### config.mk
export PLATFORM = sky130hd
export DESIGN_NAME = axis_pkt_rr_arb_flat
export DESIGN_NICKNAME = d
export VERILOG_FILES = /design/src/rtl/axis_pkt_rr_arb_pkg.sv /design/src/rtl/axis_pkt_rr_arb_if.sv /design/src/rtl/axis_pkt_rr_arb_rr_pick.sv /design/src/rtl/axis_pkt_rr_arb.sv /design/src/flat_wrapper.sv
export SDC_FILE = /design/constraint.sdc
export NUM_CORES = 1
export LEC_CHECK = 0
export BUFFER_PORTS_ARGS = -buffer_cell sky130_fd_sc_hd__buf_2
export CAP_MARGIN = 25
export CORE_ASPECT_RATIO = 1.5
export CORE_MARGIN = 2
export CORE_UTILIZATION = 42
export CTS_BUF_LIST = sky130_fd_sc_hd__clkbuf_4
export DETAILED_ROUTE_END_ITERATION = 10
export GPL_ROUTABILITY_DRIVEN = 0
export GPL_TIMING_DRIVEN = 0
export PLACE_DENSITY = 0.92
export SYNTH_ARGS = -nofsm -noshare
export SYNTH_HDL_FRONTEND = slang
export SYNTH_SLANG_ARGS = --single-unit
### constraint.sdc
create_clock -name clk -period 4.4 [get_ports clk]
set_input_delay 0.88 -clock clk [delete_from_list [all_inputs] [get_ports clk]]
set_output_delay 0.88 -clock clk [all_outputs]
set_load 0.01 [all_outputs]
### src/rtl/axis_pkt_rr_arb_pkg.sv
// Shared types and helpers for the packet round-robin arbiters.
package axis_arb_pkg;

  typedef enum logic {ARB_IDLE, ARB_BUSY} arb_state_t;

  // Next index after idx in a ring of n entries.
  function automatic int unsigned wrapInc(input int unsigned idx, input int unsigned n);
    return (idx >= n - 1) ? 0 : idx + 1;
  endfunction

endpackage

### src/rtl/axis_pkt_rr_arb_if.sv
// Bundle of N parallel AXI-stream channels sharing one data bus (channel i at [i*WIDTH +: WIDTH]).
interface axis_pkt_rr_arb_if #(
  parameter int WIDTH = 32,
  parameter int N     = 1
);
  logic [N*WIDTH-1:0] tdata;
  logic [N-1:0]       tvalid;
  logic [N-1:0]       tlast;
  logic [N-1:0]       tready;

  modport master (output tdata, output tvalid, output tlast, input  tready);
  modport slave  (input  tdata, input  tvalid, input  tlast, output tready);
endinterface

### src/rtl/axis_pkt_rr_arb_rr_pick.sv
// Combinational round-robin picker: first asserted req at or after ptr, wrapping at NUM_IN-1.
module rr_pick #(
  parameter int NUM_IN = 4,
  parameter int IDW    = $clog2(NUM_IN)
) (
  input  logic [NUM_IN-1:0] req,
  input  logic [IDW-1:0]    ptr,
  output logic [IDW-1:0]    pick,
  output logic              any
);

  function automatic logic [IDW-1:0] rotIdx(input logic [IDW-1:0] base, input int unsigned off);
    int unsigned s;
    s = 32'(base) + off;
    if (s >= NUM_IN) s -= NUM_IN;
    return s[IDW-1:0];
  endfunction

  // Scan from the farthest offset down so the nearest request to ptr wins.
  always_comb begin
    pick = '0;
    any  = 1'b0;
    for (int k = NUM_IN - 1; k >= 0; k--) begin
      if (req[rotIdx(ptr, k)]) begin
        pick = rotIdx(ptr, k);
        any  = 1'b1;
      end
    end
  end

endmodule

### src/rtl/axis_pkt_rr_arb.sv
// Packet-level round-robin AXI-stream arbiter: grant locks from arbitration until the granted tlast beat.
module axis_pkt_rr_arb
  import axis_arb_pkg::*;
#(
  parameter int WIDTH  = 32,
  parameter int NUM_IN = 4,
  parameter int IDW    = $clog2(NUM_IN),
  parameter int CNTW   = 16
) (
  input  logic               clk,
  input  logic               rst_n,
  axis_pkt_rr_arb_if.slave   s_axis,
  axis_pkt_rr_arb_if.master  m_axis,
  output logic [IDW-1:0]     grant_id,
  output logic               busy,
  output logic [CNTW-1:0]    beat_cnt
);

  arb_state_t r_state;
  arb_state_t w_nextState;

  logic [IDW-1:0]    r_ptr;
  logic [IDW-1:0]    r_grant;
  logic [CNTW-1:0]   r_beat;
  logic [IDW-1:0]    w_pick;
  logic              w_any;
  logic [WIDTH-1:0]  w_gData;
  logic              w_gValid;
  logic              w_gLast;
  logic [NUM_IN-1:0] w_sReady;
  logic              w_mValid;
  logic              w_mLast;
  logic              w_busy;
  logic              w_xfer;

  rr_pick #(
    .NUM_IN (NUM_IN),
    .IDW    (IDW)
  ) u_pick (
    .req  (s_axis.tvalid),
    .ptr  (r_ptr),
    .pick (w_pick),
    .any  (w_any)
  );

  always_ff @(posedge clk) begin
    if (!rst_n) r_state <= ARB_IDLE;
    else        r_state <= w_nextState;
  end

  always_comb begin
    w_nextState = r_state;
    case (r_state)
      ARB_IDLE: if (w_any) w_nextState = ARB_BUSY;
      ARB_BUSY: if (w_xfer && w_mLast) w_nextState = ARB_IDLE;
      default:  w_nextState = ARB_IDLE;
    endcase
  end

  // The data path always follows grant_id; valid/last/ready are gated by BUSY only.
  always_comb begin
    w_gData  = '0;
    w_gValid = 1'b0;
    w_gLast  = 1'b0;
    for (int i = 0; i < NUM_IN; i++) begin
      if (r_grant == IDW'(i)) begin
        w_gData  = s_axis.tdata[i*WIDTH +: WIDTH];
        w_gValid = s_axis.tvalid[i];
        w_gLast  = s_axis.tlast[i];
      end
    end
  end

  always_comb begin
    w_sReady = '0;
    w_mValid = 1'b0;
    w_mLast  = 1'b0;
    w_busy   = 1'b0;
    if (r_state == ARB_BUSY) begin
      w_busy   = 1'b1;
      w_mValid = w_gValid;
      w_mLast  = w_gLast;
      for (int i = 0; i < NUM_IN; i++) begin
        if (r_grant == IDW'(i)) w_sReady[i] = m_axis.tready[0];
      end
    end
  end

  assign w_xfer = w_mValid & m_axis.tready[0];

  // Finishing input moves to lowest priority; the beat counter saturates rather than wraps.
  always_ff @(posedge clk) begin
    if (!rst_n) begin
      r_ptr   <= '0;
      r_grant <= '0;
      r_beat  <= '0;
    end else if (r_state == ARB_IDLE) begin
      if (w_any) begin
        r_grant <= w_pick;
        r_beat  <= '0;
      end
    end else if (w_xfer) begin
      if (r_beat != {CNTW{1'b1}}) r_beat <= r_beat + 1'b1;
      if (w_mLast) r_ptr <= IDW'(wrapInc(32'(r_grant), NUM_IN));
    end
  end

  assign s_axis.tready = w_sReady;
  assign m_axis.tdata  = w_gData;
  assign m_axis.tvalid = w_mValid;
  assign m_axis.tlast  = w_mLast;
  assign grant_id      = r_grant;
  assign busy          = w_busy;
  assign beat_cnt      = r_beat;

endmodule

### src/flat_wrapper.sv
// flat-port wrapper written by rule: the top's interface ports become plain ports
module axis_pkt_rr_arb_flat import axis_arb_pkg::*;
#(
  parameter int WIDTH  = 32,
  parameter int NUM_IN = 4,
  parameter int IDW    = $clog2(NUM_IN),
  parameter int CNTW   = 16
)
  (clk, rst_n, grant_id, busy, beat_cnt, s_axis_tdata, s_axis_tvalid, s_axis_tlast, s_axis_tready, m_axis_tdata, m_axis_tvalid, m_axis_tlast, m_axis_tready);
  axis_pkt_rr_arb_if #(.WIDTH(WIDTH), .N((4))) s_axis_i ();
  axis_pkt_rr_arb_if #(.WIDTH(WIDTH), .N(1)) m_axis_i ();
  input  logic clk;
  input  logic rst_n;
  output logic [IDW-1:0] grant_id;
  output logic busy;
  output logic [CNTW-1:0] beat_cnt;
  input wire logic [$bits(s_axis_i.tdata)-1:0] s_axis_tdata;
  input wire logic [$bits(s_axis_i.tvalid)-1:0] s_axis_tvalid;
  input wire logic [$bits(s_axis_i.tlast)-1:0] s_axis_tlast;
  output wire logic [$bits(s_axis_i.tready)-1:0] s_axis_tready;
  output wire logic [$bits(m_axis_i.tdata)-1:0] m_axis_tdata;
  output wire logic [$bits(m_axis_i.tvalid)-1:0] m_axis_tvalid;
  output wire logic [$bits(m_axis_i.tlast)-1:0] m_axis_tlast;
  input wire logic [$bits(m_axis_i.tready)-1:0] m_axis_tready;
  assign s_axis_i.tdata = s_axis_tdata;
  assign s_axis_i.tvalid = s_axis_tvalid;
  assign s_axis_i.tlast = s_axis_tlast;
  assign s_axis_tready = s_axis_i.tready;
  assign m_axis_tdata = m_axis_i.tdata;
  assign m_axis_tvalid = m_axis_i.tvalid;
  assign m_axis_tlast = m_axis_i.tlast;
  assign m_axis_i.tready = m_axis_tready;
  axis_pkt_rr_arb #(.WIDTH(WIDTH), .NUM_IN(NUM_IN), .IDW(IDW), .CNTW(CNTW)) u_core (.clk(clk), .rst_n(rst_n), .s_axis(s_axis_i), .m_axis(m_axis_i), .grant_id(grant_id), .busy(busy), .beat_cnt(beat_cnt));
endmodule
; ---- Yosys cells after proc, flatten, opt, wreduce, memory -nomap -nowiden
; Index checks and enable logic that the tools add are counted.
[totals]
in_bits = 139
memories = 0
ramBits = 0
romBits = 0
out_inout_bits = 57
latch_bits = 0
wordCells = 84
ff_bits = 21
[op_classes]
shifts = 0
n_lt_le_gt_ge = 9
muxes = 48
div_mod_pow = 0
add_sub_neg = 9
multipliers = 0
bitwise_logic = 2
n_eq_ne = 6
reduce_logical = 6
[ops]
columns = cell, n
row1 = 32-bit two-way mux, 4
row2 = 16-bit two-way mux, 4
row3 = 1-bit two-way mux, 25
row4 = 2-bit two-way mux, 9
row5 = "16-bit by 1-bit adder with 16-bit output, second input constant", 1
row6 = "16-bit != test, second input constant", 1
row7 = "2-bit by 3-bit < comparator with 1-bit output, second input constant", 4
row8 = "3-bit >= comparator, second input constant", 3
row9 = 1-bit binary-select mux with 2-bit select, 4
row10 = "2-bit by 1-bit subtractor with 2-bit output, second input constant", 4
row11 = "2-bit by 2-bit adder with 3-bit output, second input constant", 2
row12 = 3-bit AND reduction, 2
row13 = "2-bit equality test, second input constant", 2
row14 = 4-bit two-way mux, 1
row15 = "2-bit != test, second input constant", 2
row16 = "2-bit by 1-bit adder with 3-bit output, second input constant", 1
row17 = "2-bit by 3-bit >= comparator with 1-bit output, second input constant", 1
row18 = "2-bit by 1-bit adder with 2-bit output, second input constant", 1
row19 = "2-bit by 1-bit equality test with 1-bit output, second input constant", 1
row20 = "2-bit >= comparator, second input constant", 1
row21 = 2-bit zero test, 1
row22 = 1-bit one-hot mux with 2 select lines, 1
row23 = 2-bit AND reduction, 1
row24 = 2-bit nonzero test, 1
row25 = other kinds (3), 3

; ---- Longest topological paths before layout
; Gate-level depths: netlist of the first run.
[depth]
ltp_word = 11
mapped_depth = 10
depth_no_buf = 7

; ---- Cells and area by module
; From an unflattened synthesis of the first run, not the netlist that was laid out.
[unflattened]
hier_cells = 350
hier_area_um2 = 2270.9
[modules_own_cells]
columns = mod, cells_per_inst, area_per_inst_um2, n_inst, seq_area_each_um2
row1 = axis_pkt_rr_arb, 337, 2193.4, 1, 420.4
row2 = rr_pick, 13, 77.6, 1, 0.0

; ---- Least setup slack after synthesis of the first run
; No wires, ideal clock.
[synth_path]
path_type = flip-flop to output port
from = reg u_core.r_grant[1], in the netlist u_core.grant_id[1]
to = out m_axis_tdata[1]
path_buffers = 3
path_slack_ps = 1642
t_required_ps = 3520
t_arrival_ps = 1878
path_stages_with_launch = 11
cell_sequence = dfxtp_1 > inv_1 > ha_1 > buf_6 > nor2b_1 > clkbuf_1 > clkbuf_1 > a22oi_1 > nor2_1 > a21oi_1 > o21ai_0
[synth_via]
elab_chain_len = 5
elab_cells_between_ends = 8
cone_classes = eq/ne (3) / mux (4) / reduce/logical (1)
[synth_lines]
columns = element, line
row1 = from (decl), axis_pkt_rr_arb.sv:23  ; logic [IDW-1:0] r_grant;
row2 = from (signal assigned), axis_pkt_rr_arb.sv:99  ; r_grant <= w_pick;
row3 = 2-bit zero test, axis_pkt_rr_arb.sv:66  ; if (r_grant == IDW'(i)) begin
row4 = 32-bit two-way mux (3 in a row), axis_pkt_rr_arb.sv:66
row5 = 32-bit two-way mux (*), axis_pkt_rr_arb.sv:66
row6 = to (decl), flat_wrapper.sv:21  ; output wire logic [$bits(m_axis_i.tdata)-1:0] m_axis_tdata;
; Every way passes the cells marked *; elsewhere a longest branch is shown, timed or not.

; ---- Worst setup path in the final report of the first run
[layout_path]
from = reg u_core.r_grant[1], in the netlist u_core.grant_id[1]
to = out m_axis_tdata[5]
; The elaborated chain is that of the path after synthesis.

==> results.cfg, run 1 <==
[pwr]
comb_power_share_pct = 50.8
vdd.ir_drop.worst_mv = 0.163
swShare_pct = 38.8
power-per-cell-area_nw_per_um2 = 179
share_seq_of_total_power_pct = 33.1
pwr-share-clk_pct = 16.0
p_sw_uw = 231
power.static_leakage_uw = 0.00158
p_int_uw = 364

[run]
cap_violations = 0

[critical_path]
critical_path_buf_inv_count = 5
setup.worst_path.start_class = register
max_stage_delay_ps = 430
crit_slowest_cell = sky130_fd_sc_hd__clkbuf_1
worst_path_dominant_cell_family = buffers and inverters
worst_ep_required_time_ps = 3520
end_kind = output pin
cp_max_fo = 10
timing.critical_path.arrival_ps = 2580
crit_type = reg2out
most_repeated_library_cell_on_the_critical_path = sky130_fd_sc_hd__clkbuf_1
timing.critical_path.cells = inv_1 > ha_1 > buf_6 > nor2b_1 > clkbuf_1 > clkbuf_1 > a22oi_1 > nor2_1 > a21oi_1 > o21ai_0 > buf_2

[timing]
final_report_setup_violation_count = 0
timing.max_slew.rel_slack_pct = 67.0
hold-worst-slack_ps = 518
tns_ps = 0
final_min_period_over_clock_period_pct = 78.7
fmax_ghz = 0.289
timing.clock.skew_ps = 8.10
final.setup.worst_slack_ps = 935
worstMarginPinSlew_ps = 495
rsz0062_at_grt = false
finalMaxSlewViolations = 0
finalCriticalPeriod_ps = 3460
finalHoldViolations = 0

[detailed_routing]
routed_wire_length_per_instance_um = 15.8
detailroute.via_count = 3464
ant_nets = 0
via_per_inst = 5.63
drt_pass1_iterations = 5
dr.first_iter.drc_count = 193
detail_route.wirelength_um = 9690
drc_errors = 0

[grt]
grt_pass1_wl_um = 15000
globalRouteOverflowTotal = 0
grt_antenna_before_repair = 6
grt_pass1_vias = 3193
maximum_number_of_pins_on_one_net_before_global_route_repair = 13
grt.total_usage_pct = 31.2

[yosys]
synth-main-ff-cell = sky130_fd_sc_hd__dfxtp_1
synth_top_cell_by_area = sky130_fd_sc_hd__dfxtp_1
synthDominantCellAreaShare_pct = 19.0
netlist_instances = 346
synth_fp_nets = 490
synth_xor_area_share_pct = 0
synth.cell_area_um2 = 2220
post_synth_mux_area_share_pct = 0.902
synth_simple_gate_area_share_pct = 30.8
ys_seq_elements = 21
ys.warnings.count = 0
syn_avg_cell_area_um2 = 6.41
dominant_cells_by_area_after_synthesis = sky130_fd_sc_hd__dfxtp_1 19%, sky130_fd_sc_hd__a21oi_1 12%, sky130_fd_sc_hd__a22oi_1 11%, sky130_fd_sc_hd__o21ai_0 8.6%, sky130_fd_sc_hd__nand2_1 7.4%
synthArstFlopShare_pct = 0
largest_family_of_logic_cells_by_synthesized_area = compound AO/OA/AOI/OAI gates
synth_compound_area_share_pct = 40.0
synth_edf_count = 0
ys_types = 45
synthAdderAreaFrac_pct = 2.82
synth-seq-area-share_pct = 19.0

[die]
dieHeight_um = 93.0
die_area_um2 = 5890
initial_utilization_pct = 43.3
io_pins = 196
die_width_um = 63.3
fp.coreArea_um2 = 5120
num_rows = 32

[cts]
postCtsHoldBufs = 0
post-cts-setup-buffers = 0
clock_sinks = 21
cts-htree-levels = 1
tritoncts.num_buffers = 3
cts.clk_slew.worst_paths_ps = 110
ctsRootBufferMaster = sky130_fd_sc_hd__clkbuf_4
tritoncts_clock_tree = yes
cts_resized = 0
clk_latency_ps = 310
clock_path_buffers = 2

[place]
place_ws_ps = 1350
detailed_place_hpwl_um = 7760
placed_area_um2 = 3280
place.port_buffers = 195

[finish]
share_of_final_layout_standard_cells_stronger_than_drive_strength_1_pct = 38.5
areaGrowthSynthToFinish_pct = 49.3
final_cell_area_um2 = 3310
design.final.nets = 690
fill_cells = 499
fin_util_pct = 64.6

[run_status]
status = finished clean

[worst_hold_path]
hp-class = reg2reg
tightest hold or removal path: stages (launching register included):
cell and delay (ps):
sky130_fd_sc_hd__dfxtp_1 350, sky130_fd_sc_hd__nand2_1 70, sky130_fd_sc_hd__a21oi_1 60
cells in the final DEF (no fill, tap or decap), drive strengths merged, types with 6 or more instances in the layout:
master and n:
inv 6, nand3 13, a22oi 32, a21oi 51, dfxtp 21, nand2 44
or3 9, o21ai 38, buf 202, clkbuf 23, nor2 39
area by class of cell:
cell class | count | area, µm² | share of cell area, %
Multi-Input combinational cell | 291 | 1650 | 49.9
Buffer | 27 | 119 | 3.59
Clock buffer | 3 | 22.5 | 0.680
Timing Repair Buffer | 195 | 976 | 29.5
Inverter | 7 | 26.3 | 0.793
Sequential cell | 21 | 420 | 12.7
Antenna cell | 2 | 5.00 | 0.151
Tap cell | 68 | 85.1 | 2.57
Clock inverter | 1 | 5.00 | 0.151
per-layer routing:
metal / wire length, µm / global-route usage, % / up-vias
li1: - / - / 1675
met1: 3550 / 33.7 / 1545
met2: 4760 / 56.9 / 199
met3: 1090 / 10.7 / 37
met4: 238 / 8.70 / 8
met5: 52 / 0 / -
through the flow:
step,std cells,power (µW)
CTS,613,593
finish,615,594
global placement,609,494
global route,614,633
floorplan,346,358
detailed placement,609,500
state kept, by name (all words and copies together) (netlist names):
| register | cells |
|---|---|
| u_core.grant_id | 2 |
| u_core.beat_cnt | 16 |
| u_core.r_ptr | 2 |
| u_core.r_state | 1 |
power groups by stage:
stage	sequential, µW	combinational, µW	clock, µW
after floorplan	201	156	0
after global placement	201	293	0
after detailed placement	201	298	0
after CTS	197	300	95.8
after global routing	197	334	101
final	197	302	95.3
cells in the mapped netlist (2+ instances only):
cell type and n:
sky130_fd_sc_hd__a31oi_1 3, sky130_fd_sc_hd__buf_2 2, sky130_fd_sc_hd__nor2_1 39, sky130_fd_sc_hd__inv_1 6, sky130_fd_sc_hd__buf_1 3, sky130_fd_sc_hd__nor4_1 2, sky130_fd_sc_hd__and2_1 5, sky130_fd_sc_hd__o31ai_1 5
sky130_fd_sc_hd__a22oi_1 32, sky130_fd_sc_hd__nor2b_1 2, sky130_fd_sc_hd__nand2b_1 2, sky130_fd_sc_hd__o21ai_0 38, sky130_fd_sc_hd__mux2i_1 2, sky130_fd_sc_hd__a21oi_1 51, sky130_fd_sc_hd__ha_1 5, sky130_fd_sc_hd__buf_6 2
sky130_fd_sc_hd__and3_1 5, sky130_fd_sc_hd__nand2_1 44, sky130_fd_sc_hd__dfxtp_1 21, sky130_fd_sc_hd__and4_1 3, sky130_fd_sc_hd__o21a_1 2, sky130_fd_sc_hd__or4_1 3, sky130_fd_sc_hd__or2_2 4, sky130_fd_sc_hd__nor3_1 2
sky130_fd_sc_hd__nand3_1 13, sky130_fd_sc_hd__clkbuf_1 20, sky130_fd_sc_hd__or3_1 9, sky130_fd_sc_hd__nand4_1 4
cells by family after synthesis:
logic type	Yosys count
AO/OA/AOI/OAI	143
adder cells (fa/ha/maj)	5
buffers and inverters	34
flip-flops	21
multiplexers	2
AND/OR/NAND/NOR	141
final timing paths:
path | from | endpoint | slack (ps) | depth (start not counted)
min | u_core.r_ptr[0]$_SDFFE_PN0P_ | u_core.r_ptr[0]$_SDFFE_PN0P_ | 520 | 2
max reg2reg | u_core.grant_id[1]$_SDFFE_PN0P_ | u_core.beat_cnt[3]$_SDFFE_PN0P_ | 2010 | 10
min reg2reg | u_core.r_ptr[0]$_SDFFE_PN0P_ | u_core.r_ptr[0]$_SDFFE_PN0P_ | 520 | 2
max | u_core.grant_id[1]$_SDFFE_PN0P_ | m_axis_tdata[5] | 940 | 11
Note: power is estimated with default switching activity, not from simulation.
==> inputs of run 2 (changes only) <==
--- a/config.mk
+++ b/config.mk
@@ -9,12 +9,12 @@
 export CAP_MARGIN = 25
 export CORE_ASPECT_RATIO = 1.5
 export CORE_MARGIN = 2
-export CORE_UTILIZATION = 42
+export CORE_UTILIZATION = 36
 export CTS_BUF_LIST = sky130_fd_sc_hd__clkbuf_4
 export DETAILED_ROUTE_END_ITERATION = 10
 export GPL_ROUTABILITY_DRIVEN = 0
 export GPL_TIMING_DRIVEN = 0
-export PLACE_DENSITY = 0.92
+export PLACE_DENSITY = 0.84
 export SYNTH_ARGS = -nofsm -noshare
 export SYNTH_HDL_FRONTEND = slang
 export SYNTH_SLANG_ARGS = --single-unit
==> constraint.sdc (replaced) <==
create_clock -name clk -period 2.97 [get_ports clk]
set_input_delay 0.594 -clock clk [delete_from_list [all_inputs] [get_ports clk]]
set_output_delay 0.594 -clock clk [all_outputs]
set_load 0.01 [all_outputs]
==> run 2 against run 1 <==
Global-route usage shrank 4.9 points. Wire length fell by 5.9%. Clock-buffer cell count did not move. Sequential power up 48%.
==> results.cfg, run 2 (synthesized netlist as in run 1, its figures left out) <==
[detailed_routing]
detailroute.via_count = 3416
via_per_inst = 5.50
ant_nets = 0
drt_pass1_iterations = 4
dr.first_iter.drc_count = 184
routed_wire_length_per_instance_um = 14.7
drc_errors = 0
detail_route.wirelength_um = 9120

[timing]
final_min_period_over_clock_period_pct = 93.6
final.setup.worst_slack_ps = 189
final_report_setup_violation_count = 0
finalCriticalPeriod_ps = 2780
timing.clock.skew_ps = 5.67
timing.max_slew.rel_slack_pct = 70.6
finalMaxSlewViolations = 0
rsz0062_at_grt = true
finalHoldViolations = 0
fmax_ghz = 0.360
hold-worst-slack_ps = 500
worstMarginPinSlew_ps = 437

[finish]
final_cell_area_um2 = 3350
most_common_cell_after_layout_fill_and_taps_aside = sky130_fd_sc_hd__buf_2
commonest_non_fill_non_tap_cells_in_the_layout = 197 x sky130_fd_sc_hd__buf_2, 51 x sky130_fd_sc_hd__a21oi_1, 44 x sky130_fd_sc_hd__nand2_1
share_of_final_layout_standard_cells_stronger_than_drive_strength_1_pct = 41.3
areaGrowthSynthToFinish_pct = 51.0
design.final.nets = 690
largest_register_ff_count = 16

[grt]
grt.total_usage_pct = 26.3
globalRouteOverflowTotal = 0
grt_antenna_before_repair = 2
grt_pass1_vias = 3180
grt_pass1_wl_um = 14300
maximum_number_of_pins_on_one_net_before_global_route_repair = 13

[critical_path]
timing.critical_path.cells = inv_1 > ha_1 > buf_6 > nor2b_1 > clkbuf_2 > clkbuf_4 > a22oi_1 > nor2_1 > a21oi_1 > o21ai_0 > buf_2
worst_path_dominant_cell_family = buffers and inverters
worst_ep_required_time_ps = 2380
timing.critical_path.arrival_ps = 2190
crit_slowest_cell = sky130_fd_sc_hd__dfxtp_4
crit_type = reg2out
critical_path_buf_inv_count = 5
setup.worst_path.start_class = register
cp_max_fo = 10
max_stage_delay_ps = 390
end_kind = output pin

[place]
place_ws_ps = 162
placed_area_um2 = 3290
place.port_buffers = 195
detailed_place_hpwl_um = 7640

[die]
io_pins = 196
fp.coreArea_um2 = 6040
die_width_um = 68.1
num_rows = 35
dieHeight_um = 100
die_area_um2 = 6820
initial_utilization_pct = 36.7

[pwr]
totalPowerFinal_uw = 886
vdd.ir_drop.worst_mv = 0.138
power-per-cell-area_nw_per_um2 = 264
power.static_leakage_uw = 0.00162

[worst_hold_path]
hp-class = reg2reg

[cts]
tritoncts.num_buffers = 3
cts.clk_slew.worst_paths_ps = 120
clock_sinks = 21
cts-htree-levels = 1
ctsRootBufferMaster = sky130_fd_sc_hd__clkbuf_4
clk_latency_ps = 310
clock_path_buffers = 2
tritoncts_clock_tree = yes
postCtsHoldBufs = 0

[run]
cap_violations = 0

[run_status]
status = finished clean
-- run 2: area by class of cell --
class,count,area (µm²)
timing repair buffer,195,976
fill,635,2690
clock inverter,1,5.00
antenna,2,5.00
clock buffer,3,22.5
inverter,7,26.3
multi-input combinational,291,1660
buffer,27,143
sequential,21,424
tap,74,92.6
-- run 2: stage by stage --
stage | util [%] | TNS (ps) | std cells
4_1_cts | 55.0 | 0 | 619
5_1_grt | 55.4 | -7.44 | 620
2_1_floorplan | - | 0 | 346
3_3_place_gp | 54.4 | 0 | 615
6_report | 55.4 | 0 | 621
3_5_place_dp | 54.4 | 0 | 615
-- run 2: power by group --
part | switching [µW] | internal, µW
Sequential | 6.27 | 285
Combinational | 242 | 210
Clock | 91.9 | 50.4
-- run 2: worst paths after layout --
check	from	end	slack [ps]	cells past startpoint
setup reg to reg	u_core.grant_id[1]$_SDFFE_PN0P_	u_core.beat_cnt[7]$_SDFFE_PN0P_	640	10
hold / removal	u_core.r_ptr[0]$_SDFFE_PN0P_	u_core.r_ptr[0]$_SDFFE_PN0P_	500	2
setup / recovery	u_core.grant_id[1]$_SDFFE_PN0P_	m_axis_tdata[27]	190	11
hold reg to reg	u_core.r_ptr[0]$_SDFFE_PN0P_	u_core.r_ptr[0]$_SDFFE_PN0P_	500	2
-- run 2: routing by layer --
metal / share of wire, % / track usage [%]
met2: 51 / 46.9
met3: 9.1 / 3.92
met5: 0.14 / 0
met1: 38 / 31.4
met4: 2.5 / 7.85
-- run 2: worst register-to-register path: stages, from the launching register on --
cell	delay [ps]
sky130_fd_sc_hd__dfxtp_4	390
sky130_fd_sc_hd__inv_1	60
sky130_fd_sc_hd__ha_1	200
sky130_fd_sc_hd__buf_6	150
sky130_fd_sc_hd__nand3b_4	160
sky130_fd_sc_hd__a211oi_4	310
sky130_fd_sc_hd__o2111ai_4	270
sky130_fd_sc_hd__buf_6	230
sky130_fd_sc_hd__buf_2	180
sky130_fd_sc_hd__o21ai_0	180
sky130_fd_sc_hd__a21oi_1	90
-- run 2: what timing repair did --
| action | 4_1_cts | 5_1_grt |
|---|---|---|
| gates resized for setup | 5 | 26 |
| endpoints found under the hold margin | 0 | 0 |
| setup endpoints to repair | 30 | 33 |
| pin swaps | 0 | 0 |
| setup buffers | 0 | 0 |
